`src/rtl/csr_bank.sv`:
```
// csr_bank: bank of RISC-V style CSRs with a software access port and per-CSR hardware write ports.
// csr_op uses the funct3 encoding: 001 RW, 010 RS, 011 RC, 101 RWI, 110 RSI, 111 RCI; 000/100 = no access.
module csr_bank #(
   parameter int NumCsr = 4,
   parameter int CsrWidth = 5,
   parameter logic [11:0] BaseAddr = 12'h300,
   parameter logic [NumCsr-1:0][CsrWidth-1:0] ResetVal = '0,
   parameter logic [NumCsr-1:0] RoMask = '0
) (
   input  logic                             clk,
   input  logic                             reset,
   input  logic                             csr_enable,
   input  logic [11:0]                      csr_addr,
   input  logic [4:0]                       rs1_zimm,
   input  logic [31:0]                      rs1_data,
   input  logic [2:0]                       csr_op,
   input  logic [NumCsr-1:0][CsrWidth-1:0]  ext_data,
   input  logic [NumCsr-1:0]                ext_write_enable,
   output logic [31:0]                      out,
   output logic                             match,
   output logic                             illegal,
   output logic [NumCsr-1:0][CsrWidth-1:0]  csr_q,
   output logic [NumCsr-1:0]                changed
);
   localparam int IdxW = NumCsr > 1 ? $clog2(NumCsr) : 1;
   logic [11:0] off;
   logic [IdxW-1:0] idx;
   logic [CsrWidth-1:0] old, src, wdata;
   logic sw_we;
   logic [NumCsr-1:0][CsrWidth-1:0] nxt;
   assign off = csr_addr - BaseAddr;
   assign match = (csr_addr >= BaseAddr) && (off < 12'(NumCsr));
   assign idx = off[IdxW-1:0];
   assign old = match ? csr_q[idx] : '0;
   assign out = 32'(old);
   assign src = csr_op[2] ? CsrWidth'(rs1_zimm) : rs1_data[CsrWidth-1:0];
   assign wdata = csr_op[1:0] == 2'b01 ? src : csr_op[1:0] == 2'b10 ? (old | src) : (old & ~src);
   // set/clear with x0 or a zero immediate is a pure read
   assign sw_we = csr_enable & match & (csr_op[1:0] != 2'b00) & ~(csr_op[1] & (rs1_zimm == 5'd0));
   assign illegal = sw_we & RoMask[idx];
   always_comb begin
      nxt = csr_q;
      for (int i = 0; i < NumCsr; i++)
         nxt[i] = ext_write_enable[i] ? ext_data[i] :
                  (sw_we && !RoMask[i] && idx == IdxW'(i)) ? wdata : csr_q[i];
   end
   always_ff @(posedge clk or negedge reset) begin
      if (!reset) begin
         csr_q <= ResetVal;
         changed <= '0;
      end else begin
         for (int i = 0; i < NumCsr; i++) changed[i] <= nxt[i] != csr_q[i];
         csr_q <= nxt;
      end
   end
endmodule

```
`config.mk`:
```
export PLATFORM = sky130hd
export DESIGN_NAME = csr_bank
export DESIGN_NICKNAME = d
export VERILOG_FILES = /design/src/rtl/csr_bank.sv
export SDC_FILE = /design/constraint.sdc
export NUM_CORES = 1
export LEC_CHECK = 0
export ABC_AREA = 1
export CORE_MARGIN = 4
export CORE_UTILIZATION = 34
export DETAILED_ROUTE_END_ITERATION = 16
export PLACE_DENSITY = 0.77
export SLEW_MARGIN = 20
export SYNTH_ARGS = -nofsm -noshare
export SYNTH_HDL_FRONTEND = slang
export SYNTH_SLANG_ARGS = --single-unit
```
`constraint.sdc`:
```
create_clock -name clk -period 1.3 [get_ports clk]
set_input_delay 0.26 -clock clk [delete_from_list [all_inputs] [get_ports clk]]
set_output_delay 0.26 -clock clk [all_outputs]
set_load 0.02 [all_outputs]
```
; ---- Word-level counts from Yosys, hierarchy flattened
; Index checks and enable logic that the tools add are counted.
[totals]
word_cells = 51
inputBits = 79
ff_bits = 24
n_memories = 0
mem_bits_rw = 0
out_inout_bits = 58
mem_bits_ro = 0
latchBits = 0
[classes]
magnitude_cmp = 3
eq_ne = 9
multipliers = 0
bitwise = 9
muxes = 16
n_shift = 0
n_reduce_logical = 8
addsub = 1
n_div = 0
[op_table]
columns = operator, count
row1 = 5-bit 2-to-1 mux, 13
row2 = 5-bit inequality test, 4
row3 = 12-bit by 10-bit >= comparator with 1-bit output (second input constant), 1
row4 = 12-bit by 3-bit less-than comparator with 1-bit output (second input constant), 1
row5 = 12-bit by 10-bit subtractor with 12-bit output (second input constant), 1
row6 = 5-bit binary-select mux with 2-bit select, 1
row7 = 2-bit == test (second input constant), 3
row8 = 1-bit AND, 5
row9 = 5-bit AND, 1
row10 = 1-bit logical AND, 5
row11 = 5-bit zero test, 1
row12 = 5-bit inverter, 1
row13 = 5-bit bitwise OR, 1
row14 = 2-bit by 1-bit == test with 1-bit output (second input constant), 2
row15 = 2-bit by 3-bit less-than comparator with 1-bit output (second input constant), 1
row16 = 1-bit binary-select mux with 2-bit select, 1
row17 = 2-bit zero test, 1
row18 = 2-bit nonzero test, 1
row19 = 1-bit 2-to-1 mux, 1
row20 = 1-bit inverter, 1

; ---- Depth between registers and ports, before layout
; Gate-level depths: netlist of run 1.
[logic_depth]
word_depth = 10
depth_mapped = 16
ltp_nobuf = 15

; ---- Worst setup path before layout of run 1
; Ideal clock, no wire load.
[synth_timing]
kind = in2out
startpoint = input csr_addr[3]
endpoint = output out[0]
path_stages = 5
path_buffers = 0
t_arrival_ps = 1459
setup_slack_ps = -419
required_ps = 1040
path_cell_list = nor2_1 nand3_1 nor2_2 inv_1 nor3_1
[synth_via]
elab_chain_cells = 4
word_cells_on_any_way = 5
cone_classes = add/sub (1) / order compare (2) / mux (1) / reduce/logical (1)
[synth_lines]
columns = element, line_no
row1 = start: declaration, 13  ; input logic [11:0] csr_addr,
row2 = 12-bit by 10-bit subtractor with 12-bit output, 31  ; assign off = csr_addr - BaseAddr;
row3 = 12-bit by 3-bit less-than comparator with 1-bit output, 32  ; assign match = (csr_addr >= BaseAddr) && (off < 12'(NumCsr));
row4 = 1-bit logical AND *, 32
row5 = via match, 20  ; output logic match,
row6 = 5-bit 2-to-1 mux *, 34  ; assign old = match ? csr_q[idx] : '0;
row7 = end: declaration, 19  ; output logic [31:0] out,
; Mark *: on every way through the listed nets, which the timed path passes. The rest lies on a longest branch.

==> impl_metrics.ini, run 1 <==
[pwr]
total_power_mw = 3.000
leakagePower_nw = 2.101
power_density_nw_per_um2 = 741.8
ir_drop_v = 0.0004700

[sta]
skew_ps = 5.467
finalSetupViolCount = 26
fin_crit_ps = 1688
finalCritPeriodShare = 1.299
fin_tns_setup_ps = -4325
max_freq_ghz = 0.5924
slew_viol_final = 0
hold_viol = 0
rsz0062_at_grt = true
worst_slack_ps = -388.1

[clock_network]
holdBufCountCts = 0
worstSkewPairLatency_ps = 290
clockRootBuffer = clkbuf_8
cts_tree = done
numCtsBuffers = 3
htree_levels = 1
cts_buffer_depth = 2
clkSlewWorstSetupHoldPaths_ps = 100
clock-sinks = 24

[yosys]
synth.area.mux_share = 0
ys_ff_latch = 24
syn_inst = 366
avgSynthCellArea_um2 = 5.883
synth-compound-area-share = 0.03021
synthSimpleGateAreaFrac = 0.5073
yosys.area_share.adder = 0
synth_xor_area_frac = 0
synthDistinctLibCells = 18
synth_top_family_by_area = simple AND/OR/NAND/NOR gates
synth.cell_area_um2 = 2153
yosys_warnings = 0
synth-seq-area-share = 0.2789

[critical_path]
end_kind = flop
crit_required_ps = 1480
startpoint_type = flop
critical_path_class = reg2reg
reg2regPathDepth = 14
crit_fanout = 4
r2r-end = changed[1]$_DFF_PN0_
reg2reg_slack_ps = -390
cp.arrival_ps = 1870
worstReg2RegStart = csr_q[4]$_DFF_PN0_

[die]
core_um2 = 6026
design.die.area_um2 = 7670
initial_core_util = 0.3574
io_pins = 137
rows = 28
die_width_um = 87.58
die_h_um = 87.58

[place]
place_congestion = 0.9138
preCtsSetupSlack_ps = -992.0
port_buffers = 81
post_dp_cell_area_um2 = 3477
post-dp-hpwl_um = 5773

[finish]
final_area_um2 = 4044
antenna_cells = 0
final_util = 0.6711
finalNetCount = 608
area_growth_syn_to_layout_pct = 87.80
final_cell_mix = nand2_1 (101), buf_4 (68), nand2_2 (53)
drive_above_1_share = 0.5133
fillers = 491
final_common_cell = nand2_1

[global_route]
grt_pass1_vias = 2951
grt_max_degree = 25
grt_first_pass_wirelength_um = 13100
antenna_found_initial = 0
grt-ovfl-total = 0
grt_usage = 0.2134

[route]
wl_per_cell_um = 15.31
drcViolationCount = 0
ant_nets = 0
avgViaCountPerCell = 5.061
wl_um = 9232
first_pass_iters = 5
drtIter0Drc = 184
vias = 3052

[run]
max-cap-violations = 0

[run_status]
violations = setup timing
status = finished, violations left

[min_path]
hold_class = in2async
[critical path, stage by stage (launching register included)]
cell and delay (ps):
dfrtp_1 400, inv_2 70, nand2_2 70, o21ai_2 90, nor2_1 90, nand3_1 100
nand2_1 70, inv_2 140, nand2_2 70, nand3_2 70, nand2_2 70, nand2_1 70
nand2_1 70, nor2_2 120, nand3_1 70
[metal layers]
layer | track usage | share of wire
met1 | 0.2529 | 0.37
met2 | 0.3753 | 0.50
met3 | 0.03575 | 0.076
met4 | 0.09763 | 0.055
met5 | 0 | 0
[cells in the mapped netlist (all sizes together)]
cell type | instances | area, um^2
inv | 43 | 161.4
nand3 | 57 | 285.3
buf | 31 | 230.2
nor2 | 33 | 148.9
o211ai | 4 | 30.03
conb | 1 | 3.750
o21ai | 7 | 35.03
nand2 | 159 | 609.3
nor3 | 6 | 41.29
dfrtp | 24 | 600.6
nand3b | 1 | 7.510
[logic make-up after synthesis]
kind of cell	Yosys count
and+or+nand+nor	256
buffers and inverters	74
DFF	24
AOI/OAI and AO/OA	11
other	1
[per-stage QoR]
stage | std cells | hold WS [ps]
floorplan | 393 | -35.59
global placement | 573 | 640.1
detailed placement | 573 | 633.0
CTS | 587 | 344.5
global route | 603 | 328.5
finish | 603 | 313.2
[what timing repair did]
action / 4_1_cts / 5_1_grt
gates resized for setup: 270 / 65
setup buffers: 12 / 17
pin swaps: 61 / 38
cloned: 1 / 0
endpoints found under the setup margin: 54 / 30
[final cells by class]
class / instances / area (um^2) / share of cell area
well taps: 75 / 93.84 / 0.02321
clock inverters: 1 / 30.03 / 0.007426
inverters: 43 / 171.4 / 0.04239
multi-input cells: 295 / 1769 / 0.4375
flip-flops and latches: 24 / 600.6 / 0.1485
clock buffers: 3 / 41.29 / 0.01021
repair buffers: 162 / 1338 / 0.3308
[where the power goes]
group | leakage, nW | switching, mW | internal [mW]
registers | 0.279 | 0.0441 | 0.810
logic | 1.79 | 0.793 | 0.628
clock network | 0.0357 | 0.311 | 0.414
[worst max path at each step]
| stage | start | endpoint | depth (start not counted) |
|---|---|---|---|
| floorplan | csr_addr[11] | changed[1]$_DFF_PN0_ | 12 |
| global placement | csr_addr[1] | out[3] | 7 |
| detailed placement | csr_addr[1] | out[3] | 7 |
| CTS | csr_q[11]$_DFF_PN0_ | changed[0]$_DFF_PN0_ | 14 |
| global route | csr_q[14]$_DFF_PN0_ | changed[0]$_DFF_PN0_ | 13 |
| finish | csr_q[4]$_DFF_PN0_ | changed[1]$_DFF_PN0_ | 14 |
[state kept, by name (all words and copies together) (netlist names)]
signal / cells
changed: 4
csr_q: 20
No activity file was read; power rests on OpenSTA's default activity.
==> run 2: changes to the inputs <==
--- a/config.mk
+++ b/config.mk
@@ -9,7 +9,9 @@
 export CORE_MARGIN = 4
 export CORE_UTILIZATION = 34
 export DETAILED_ROUTE_END_ITERATION = 16
+export HOLD_SLACK_MARGIN = 0.1
 export PLACE_DENSITY = 0.77
+export SETUP_SLACK_MARGIN = 0.2
 export SLEW_MARGIN = 20
 export SYNTH_ARGS = -nofsm -noshare
 export SYNTH_HDL_FRONTEND = slang
==> impl_metrics.ini, run 2 (synthesized netlist as in run 1, its figures left out) <==
[clock_network]
cts_buffer_depth = 2
cts_tree = done
htree_levels = 1
clockRootBuffer = clkbuf_8
clock-sinks = 24
holdBufCountCts = 0
numCtsBuffers = 3
worstSkewPairLatency_ps = 280
clkSlewWorstSetupHoldPaths_ps = 110

[place]
dpl.cell_count = 572
post-dp-hpwl_um = 5735
preCtsSetupSlack_ps = -991.9
place_congestion = 0.9515
port_buffers = 81

[critical_path]
reg2reg_slack_ps = -430
crit_top_cell = nand2_2
startpoint_type = input pin
crit_chain = clkdlybuf4s50_1 -> inv_1 -> o21ai_1 -> nor2_1 -> nand3_2 -> nand2_2 -> inv_4 -> nand2_2 -> nand3_2 -> nand2_2 -> nand2_1 -> nand2_1 -> nor2_1 -> nand3_1
crit_family = simple AND/OR/NAND/NOR gates
max_stage_delay_ps = 500
crit_required_ps = 1470
cp.arrival_ps = 1910
crit_fanout = 4
crit_slowest_cell = clkdlybuf4s50_1
end_kind = flop
critical_path_class = in2reg
path_buf_inv = 3

[global_route]
antenna_found_initial = 0
grt_usage = 0.2232
grt-ovfl-total = 0
grt_max_degree = 25
grt_pass1_vias = 2952
grt_first_pass_wirelength_um = 13550

[pwr]
leakagePower_nw = 2.280
power.net_switching_mw = 1.240
pwr-share-clk = 0.217
ir_drop_v = 0.0005675
power_frac_seq = 0.264
power_density_nw_per_um2 = 734.0
pwr-share-comb = 0.519
p_sw_frac = 0.3774
total_power_mw = 3.286
p_int_mw = 2.046

[finish]
drive_above_1_share = 0.5450
final_common_cell = nand2_1
multi_input_area_um2 = 1823
antenna_cells = 0
fillers = 411
finalNetCount = 625
regArea_um2 = 600.6
top_regs = csr_q x20, changed x4
instances_no_fill = 620
final_cell_mix = nand2_1 (99), buf_6 (80), nand2_2 (52)
regMostFlops = csr_q
largest_reg_flops = 20
area_growth_syn_to_layout_pct = 107.9

[sta]
finalSetupViolCount = 38
hold_viol = 0
rsz0062_at_grt = true
skew_ps = 5.092
max_freq_ghz = 0.5738
worst_slack_ps = -442.7
finalCritPeriodShare = 1.341
slew_viol_final = 0
fin_tns_setup_ps = -6058
whs_ps = 333.0
fin_crit_ps = 1743

[run_status]
status = finished, violations left
violations = setup timing

[route]
drtIter0Drc = 218
drcViolationCount = 0
avgViaCountPerCell = 5.269
first_pass_iters = 7
ant_nets = 0
vias = 3267
wl_per_cell_um = 16.97
wl_um = 10520

[die]
io_pins = 137
die_width_um = 87.58
initial_core_util = 0.3574
core_um2 = 6026
design.die.area_um2 = 7670
rows = 28
die_h_um = 87.58

[min_path]
hold_class = in2async

[run]
max-cap-violations = 0
==> run 2: repair_timing <==
action,4_1_cts,5_1_grt
resized for setup,364,68
gates cloned,1,0
buffers inserted,18,25
endpoints found under the setup margin,54,51
endpoints found under the hold margin,0,0
pin swaps,68,40
==> run 2: final timing paths <==
kind                                startpoint                   end  depth (start not counted)
max in group asynchronous                reset    csr_q[8]$_DFF_PN0_                          2
hold / removal                           reset   csr_q[11]$_DFF_PN0_                          2
setup reg to reg           csr_q[14]$_DFF_PN0_  changed[0]$_DFF_PN0_                         14
setup / recovery                   rs1_data[4]  changed[0]$_DFF_PN0_                         14
hold reg to reg            csr_q[18]$_DFF_PN0_  changed[3]$_DFF_PN0_                          4
min in group clk                   ext_data[7]    csr_q[7]$_DFF_PN0_                          3
==> run 2: routing by layer <==
layer,up-vias,wire length [um],track usage
li1,1456,-,-
met1,1493,3507,0.2671
met2,233,5340,0.3911
met3,85,833,0.03481
met4,0,840,0.1032
met5,-,0,0
==> run 2: cell type report <==
class / instances / area share
Inverter: 43 / 0.03829
Clock buffer: 3 / 0.009223
Sequential cell: 24 / 0.1342
Multi-Input combinational cell: 295 / 0.4072
Clock inverter: 1 / 0.006708
Timing Repair Buffer: 179 / 0.3835
Tap cell: 75 / 0.02096
==> run 2: stage by stage <==
stage / util / area [um^2]
floorplan: - / 2395
global placement: 0.5787 / 3487
detailed placement: 0.5787 / 3487
CTS: 0.6728 / 4054
global route: 0.7429 / 4477
finish: 0.7429 / 4477
==> run 2: power by group through the flow <==
stage,logic (mW),registers [mW],clock network [mW]
floorplan,0.541,0.947,0
global placement,1.15,0.853,0
detailed placement,1.17,0.858,0
CTS,1.39,0.861,0.695
global route,1.81,0.872,0.738
finish,1.71,0.867,0.713
==> run 3: changes to the inputs <==
--- a/config.mk
+++ b/config.mk
@@ -8,6 +8,7 @@
 export ABC_AREA = 1
 export CORE_MARGIN = 4
 export CORE_UTILIZATION = 34
+export CTS_CLUSTER_SIZE = 24
 export DETAILED_ROUTE_END_ITERATION = 16
 export HOLD_SLACK_MARGIN = 0.1
 export PLACE_DENSITY = 0.77
==> results of run 3 <==
No change in the layout: final DEF, timing and power equal those of run 2.
==> RTL change 1: new RTL, settings of run 2 <==
Change the parameter `CsrWidth` from 5 to 10.
--- a/src/rtl/csr_bank.sv
+++ b/src/rtl/csr_bank.sv
@@ -4,3 +4,3 @@
    parameter int NumCsr = 4,
-   parameter int CsrWidth = 5,
+   parameter int CsrWidth = 10,
    parameter logic [11:0] BaseAddr = 12'h300,
Interface: changed (resized csr_q and ext_data); port bits go from 137 to 177. No check against the original RTL was run, so the function may have changed too.
==> RTL change 1 against run 2 <==
  * The run still ends with setup timing left
  * Register-to-register slack got worse by 0.21 ns
  * Fmax shrank 11%
  * Design area is 88% higher
  * Synthesized area rose by 84%
  * Sequential cell count increased by 20
  * Sequential power grew 86%
  * Routed wire length rose by 110%
  * Synthesized cell count up 85%
  * Setup slack lost 0.22 ns
  * Critical endpoint is now changed[1]
  * Non-clock buffer count is 153 higher
  * Worst hold slack better by 0.13 ns
  * Critical path type unchanged
  * Power rose by 84%
==> RTL change 1: results (changes against run 2) <==
Post-route clock period utilization: 151% (+17 points)
Met3 WL: 2090 um (+150%)
Slowest cell delay on critical path: 0.20 ns (-0.30 ns)
Fin worst setup slack: -0.663 ns (-0.221 ns)
Metal2 WL: 10600 um (+99%)
Wirelength per Cell: 19.1 um (+12%)
Slowest-stage cell, CP: buf_2
Logic gate share of total power: 51.0% (-0.9 points)
Post-Synth XOR/XNOR Area: 0.441% (+0.44 points)
Post-layout nets: 1107 (+77%)
Status: finished with violations
Max Fanout on Critical Path: 8 (+4)
First-pass GRT wire length: 28100 um (+110%)
Layout cells sized above 1: 57.3% (+2.8 points)
DRT Pass-1 Iters: 6 (-1)
Met2 Use GR: 46.5% (+7.4 points)
Worst IR drop on VDD: 558 uV (-1.7%)
Worst Path Arrival: 2.14 ns (+0.23 ns)
Largest regs: csr_q: 40 flops, changed: 4 flops
Seq/Total Area, Yosys: 27.7% (-0.17 points)
IO buf count: 131 (+62%)
Clk_lat worst skew: 0.31 ns (+0.03 ns)
Internal Power: 3.70 mW (+81%)
Static leakage: 4.28 nW (+88%)
CTS Root Cell: clkbuf_16
H-tree depth: 2 (+1)
Synth cell types: 29 (+11)
Violated checks: setup timing
Vias in the first global route: 5631 (+91%)
Final Setup Violations: 67 (+76%)
[RTL change 1: cell count changes after synthesis, sizes merged, moves of 7 or more]
cell	change
inv	+50
nor2	+8
nand2	+136
or2	+37
dfrtp	+20
nand3	+34
o21ai	+7
[RTL change 1: worst paths after layout]
path	start	to	slack, ns	cells after the start
worst max-delay path	csr_addr[0]	changed[1]	-0.66	17
worst min-delay path	reset	csr_q[0]	0.47	3
worst max register to register	csr_q[37]	changed[1]	-0.64	15
worst min register to register	csr_q[7]	changed[0]	0.72	6
max in group asynchronous	reset	csr_q[30]	0.56	3
min in group clk	ext_data[22]	csr_q[22]	0.64	4
[RTL change 1: kinds of logic (layout without fill, tap and decap cells)]
group	after synthesis	count (layout)
XOR/XNOR	2	2
AO/OA/AOI/OAI	22	22
buffers and inverters	128	435
flip-flops	44	44
AND/OR/NAND/NOR	479	482
other	1	23
[RTL change 1: cell type report]
cell class                      instances  area, um^2
Inverter                               95         377
Clock inverter                          2        12.5
Timing Repair Buffer                  332        3300
Sequential cell                        44        1100
Clock buffer                            5         125
Timing Repair inverter                  1        16.3
Multi-Input combinational cell        529        3290
Fill cell                             708        3020
Tap cell                              143         179
[RTL change 1: stage by stage]
stage,TNS (ns),std cells,area (um^2)
2_1_floorplan,-5.02,698,4240
3_3_place_gp,-50.10,1080,6570
3_5_place_dp,-52.63,1080,6570
4_1_cts,-9.46,1117,7630
5_1_grt,-19.46,1151,8400
6_report,-16.30,1151,8400
[RTL change 1: repair_timing]
item	CTS	global route
pin swaps	92	57
gates resized for setup	604	155
cloned	7	1
setup endpoints to repair	99	97
buffers inserted	22	33
hold buffers	1	0
hold endpoints to repair	44	0
[RTL change 1: tightest hold or removal path: stages]
cell,delay (ns)
dlygate4sd3_1,0.52
buf_2,0.12
buf_12,0.25
==> RTL change 2: new RTL, flow settings as in run 2 <==
Without the edit above. Register the outputs `out` and `illegal`, with the module's reset; this adds one clock of latency there. The other outputs are not delayed to match.
--- a/src/rtl/csr_bank.sv
+++ b/src/rtl/csr_bank.sv
@@ -34,3 +34,2 @@
    assign old = match ? csr_q[idx] : '0;
-   assign out = 32'(old);
    assign src = csr_op[2] ? CsrWidth'(rs1_zimm) : rs1_data[CsrWidth-1:0];
@@ -39,3 +38,11 @@
    assign sw_we = csr_enable & match & (csr_op[1:0] != 2'b00) & ~(csr_op[1] & (rs1_zimm == 5'd0));
-   assign illegal = sw_we & RoMask[idx];
+   always_ff @(posedge clk or negedge reset) begin
+      if (!reset) begin
+         out     <= '0;
+         illegal <= '0;
+      end else begin
+         out     <= 32'(old);
+         illegal <= sw_we & RoMask[idx];
+      end
+   end
    always_comb begin
Check against the original RTL: not equivalent (a bounded check fails within 4 cycles, from zero or initial values and one cycle with reset low).
==> RTL change 2 against run 2 <==
  * The run still ends with setup timing left
  * Sequential cell count up 5
  * Non-clock buffer count up 3
  * Routed wire length down 15%
  * Setup slack better by 0.12 ns
  * Design area down 0.28%
  * Power up 1.6%
  * Synthesized area up 10%
  * Fmax up 7.6%
==> RTL change 2: results (changes against run 2) <==
Vias in the first global route: 2874 (-2.6%)
Seq/Total Area, Yosys: 30.6% (+2.7 points)
Post-layout nets: 635 (+1.6%)
Avg Inst Size Synth: 6.39 um^2 (+8.6%)
Layout cells sized above 1: 50.8% (-3.7 points)
GPL Wtd Cong: 0.939 (-1.3%)
DRT Pass-1 Iters: 4 (-3)
CTS Buf Count: 5 (+2)
Final Setup Violations: 22 (-42%)
Synth top area cells: dfrtp_1 (31%), nand2_1 (24%), nand3_1 (10%), buf_4 (8.9%), inv_1 (6.0%)
Post-Place Cell Area: 0.00363 mm^2 (+4.1%)
H-tree depth: 2 (+1)
Worst IR drop on VDD: 661 uV (+16%)
Clk_skew: 0.00352 ns (-0.00157 ns)
Static leakage: 2.35 nW (+3.0%)
Via/cell ratio: 4.53 (-14%)
Met2 Use GR: 36.0% (-3.1 points)
Violated checks: setup timing
Worst Path Arrival: 1.79 ns (-0.12 ns)
Total GRT Usage: 19.7% (-2.6 points)
Synth top cells by count: nand2_1 (152), nand3_1 (49), inv_1 (38), dfrtp_1 (29), buf_4 (28)
Largest net degree at the start of global routing: 30 (+20%)
GRT met1 Usage: 23.2% (-3.5 points)
Slowest cell delay on critical path: 0.15 ns (-0.35 ns)
Post-CTS setup buffer count: 31 (+13)
Fin Setup TNS: -2.73 ns (+3.33 ns)
Status: finished with violations
GR Layer Usage met3: 4.06% (+0.58 points)
Fin worst setup slack: -0.319 ns (+0.123 ns)
Wirelength per Cell: 13.6 um (-20%)
[RTL change 2: changes by cell type in the layout (fill, tap and decap cells not counted), moves of 5 or more]
cell,delta
dfrtp_1,+5
nand3_1,+5
buf_4,+14
buf_2,+5
buf_6,-17
nand2_2,-9
nand3_2,-5
nand2_1,+13
[RTL change 2: logic make-up (layout without fill, tap and decap cells)]
kind of cell    count (synthesis)  in the layout
buf+inv                        74            233
other cells                     1             28
simple gates                  256            256
flops                          29             29
compound gates                 11             11
[RTL change 2: worst max-delay path: cells and delay by family]
family	cells	cell delay, ns
buf+inv	4	0.44
simple gates	13	1.08
[RTL change 2: worst paths after layout]
path	startpoint	endpoint	slack (ns)	cells past startpoint
hold / removal	reset	out[0]	0.35	2
hold reg to reg	csr_q[8]	changed[1]	0.71	4
setup reg to reg	csr_q[4]	changed[1]	-0.32	14
min in group clk	csr_addr[1]	out[1]	0.45	4
setup / recovery	csr_addr[0]	changed[1]	-0.32	17
max in group asynchronous	reset	csr_q[0]	0.78	2
[RTL change 2: report_power, final]
part           switching (mW)  internal, mW
Combinational           0.793         0.791
Sequential             0.0486         0.967
Clock                   0.370         0.371
Total                    1.21          2.13
[RTL change 2: layout make-up]
class	count	area (um^2)
Fill cell	564	2330
Timing Repair Buffer	182	1680
Multi-Input combinational cell	295	1680
Sequential cell	29	726
Inverter	43	170
Tap cell	96	120
Clock buffer	6	72.6
Clock inverter	2	10.0
[RTL change 2: per-layer routing]
| layer | wire (um) | part of all wire (%) | vias to the layer above |
|---|---|---|---|
| met5 | 0 | 0 | - |
| met4 | 157 | 1.8 | 0 |
| met3 | 540 | 6.1 | 15 |
| met2 | 4720 | 53 | 107 |
| met1 | 3480 | 39 | 1365 |
| li1 | - | - | 1470 |
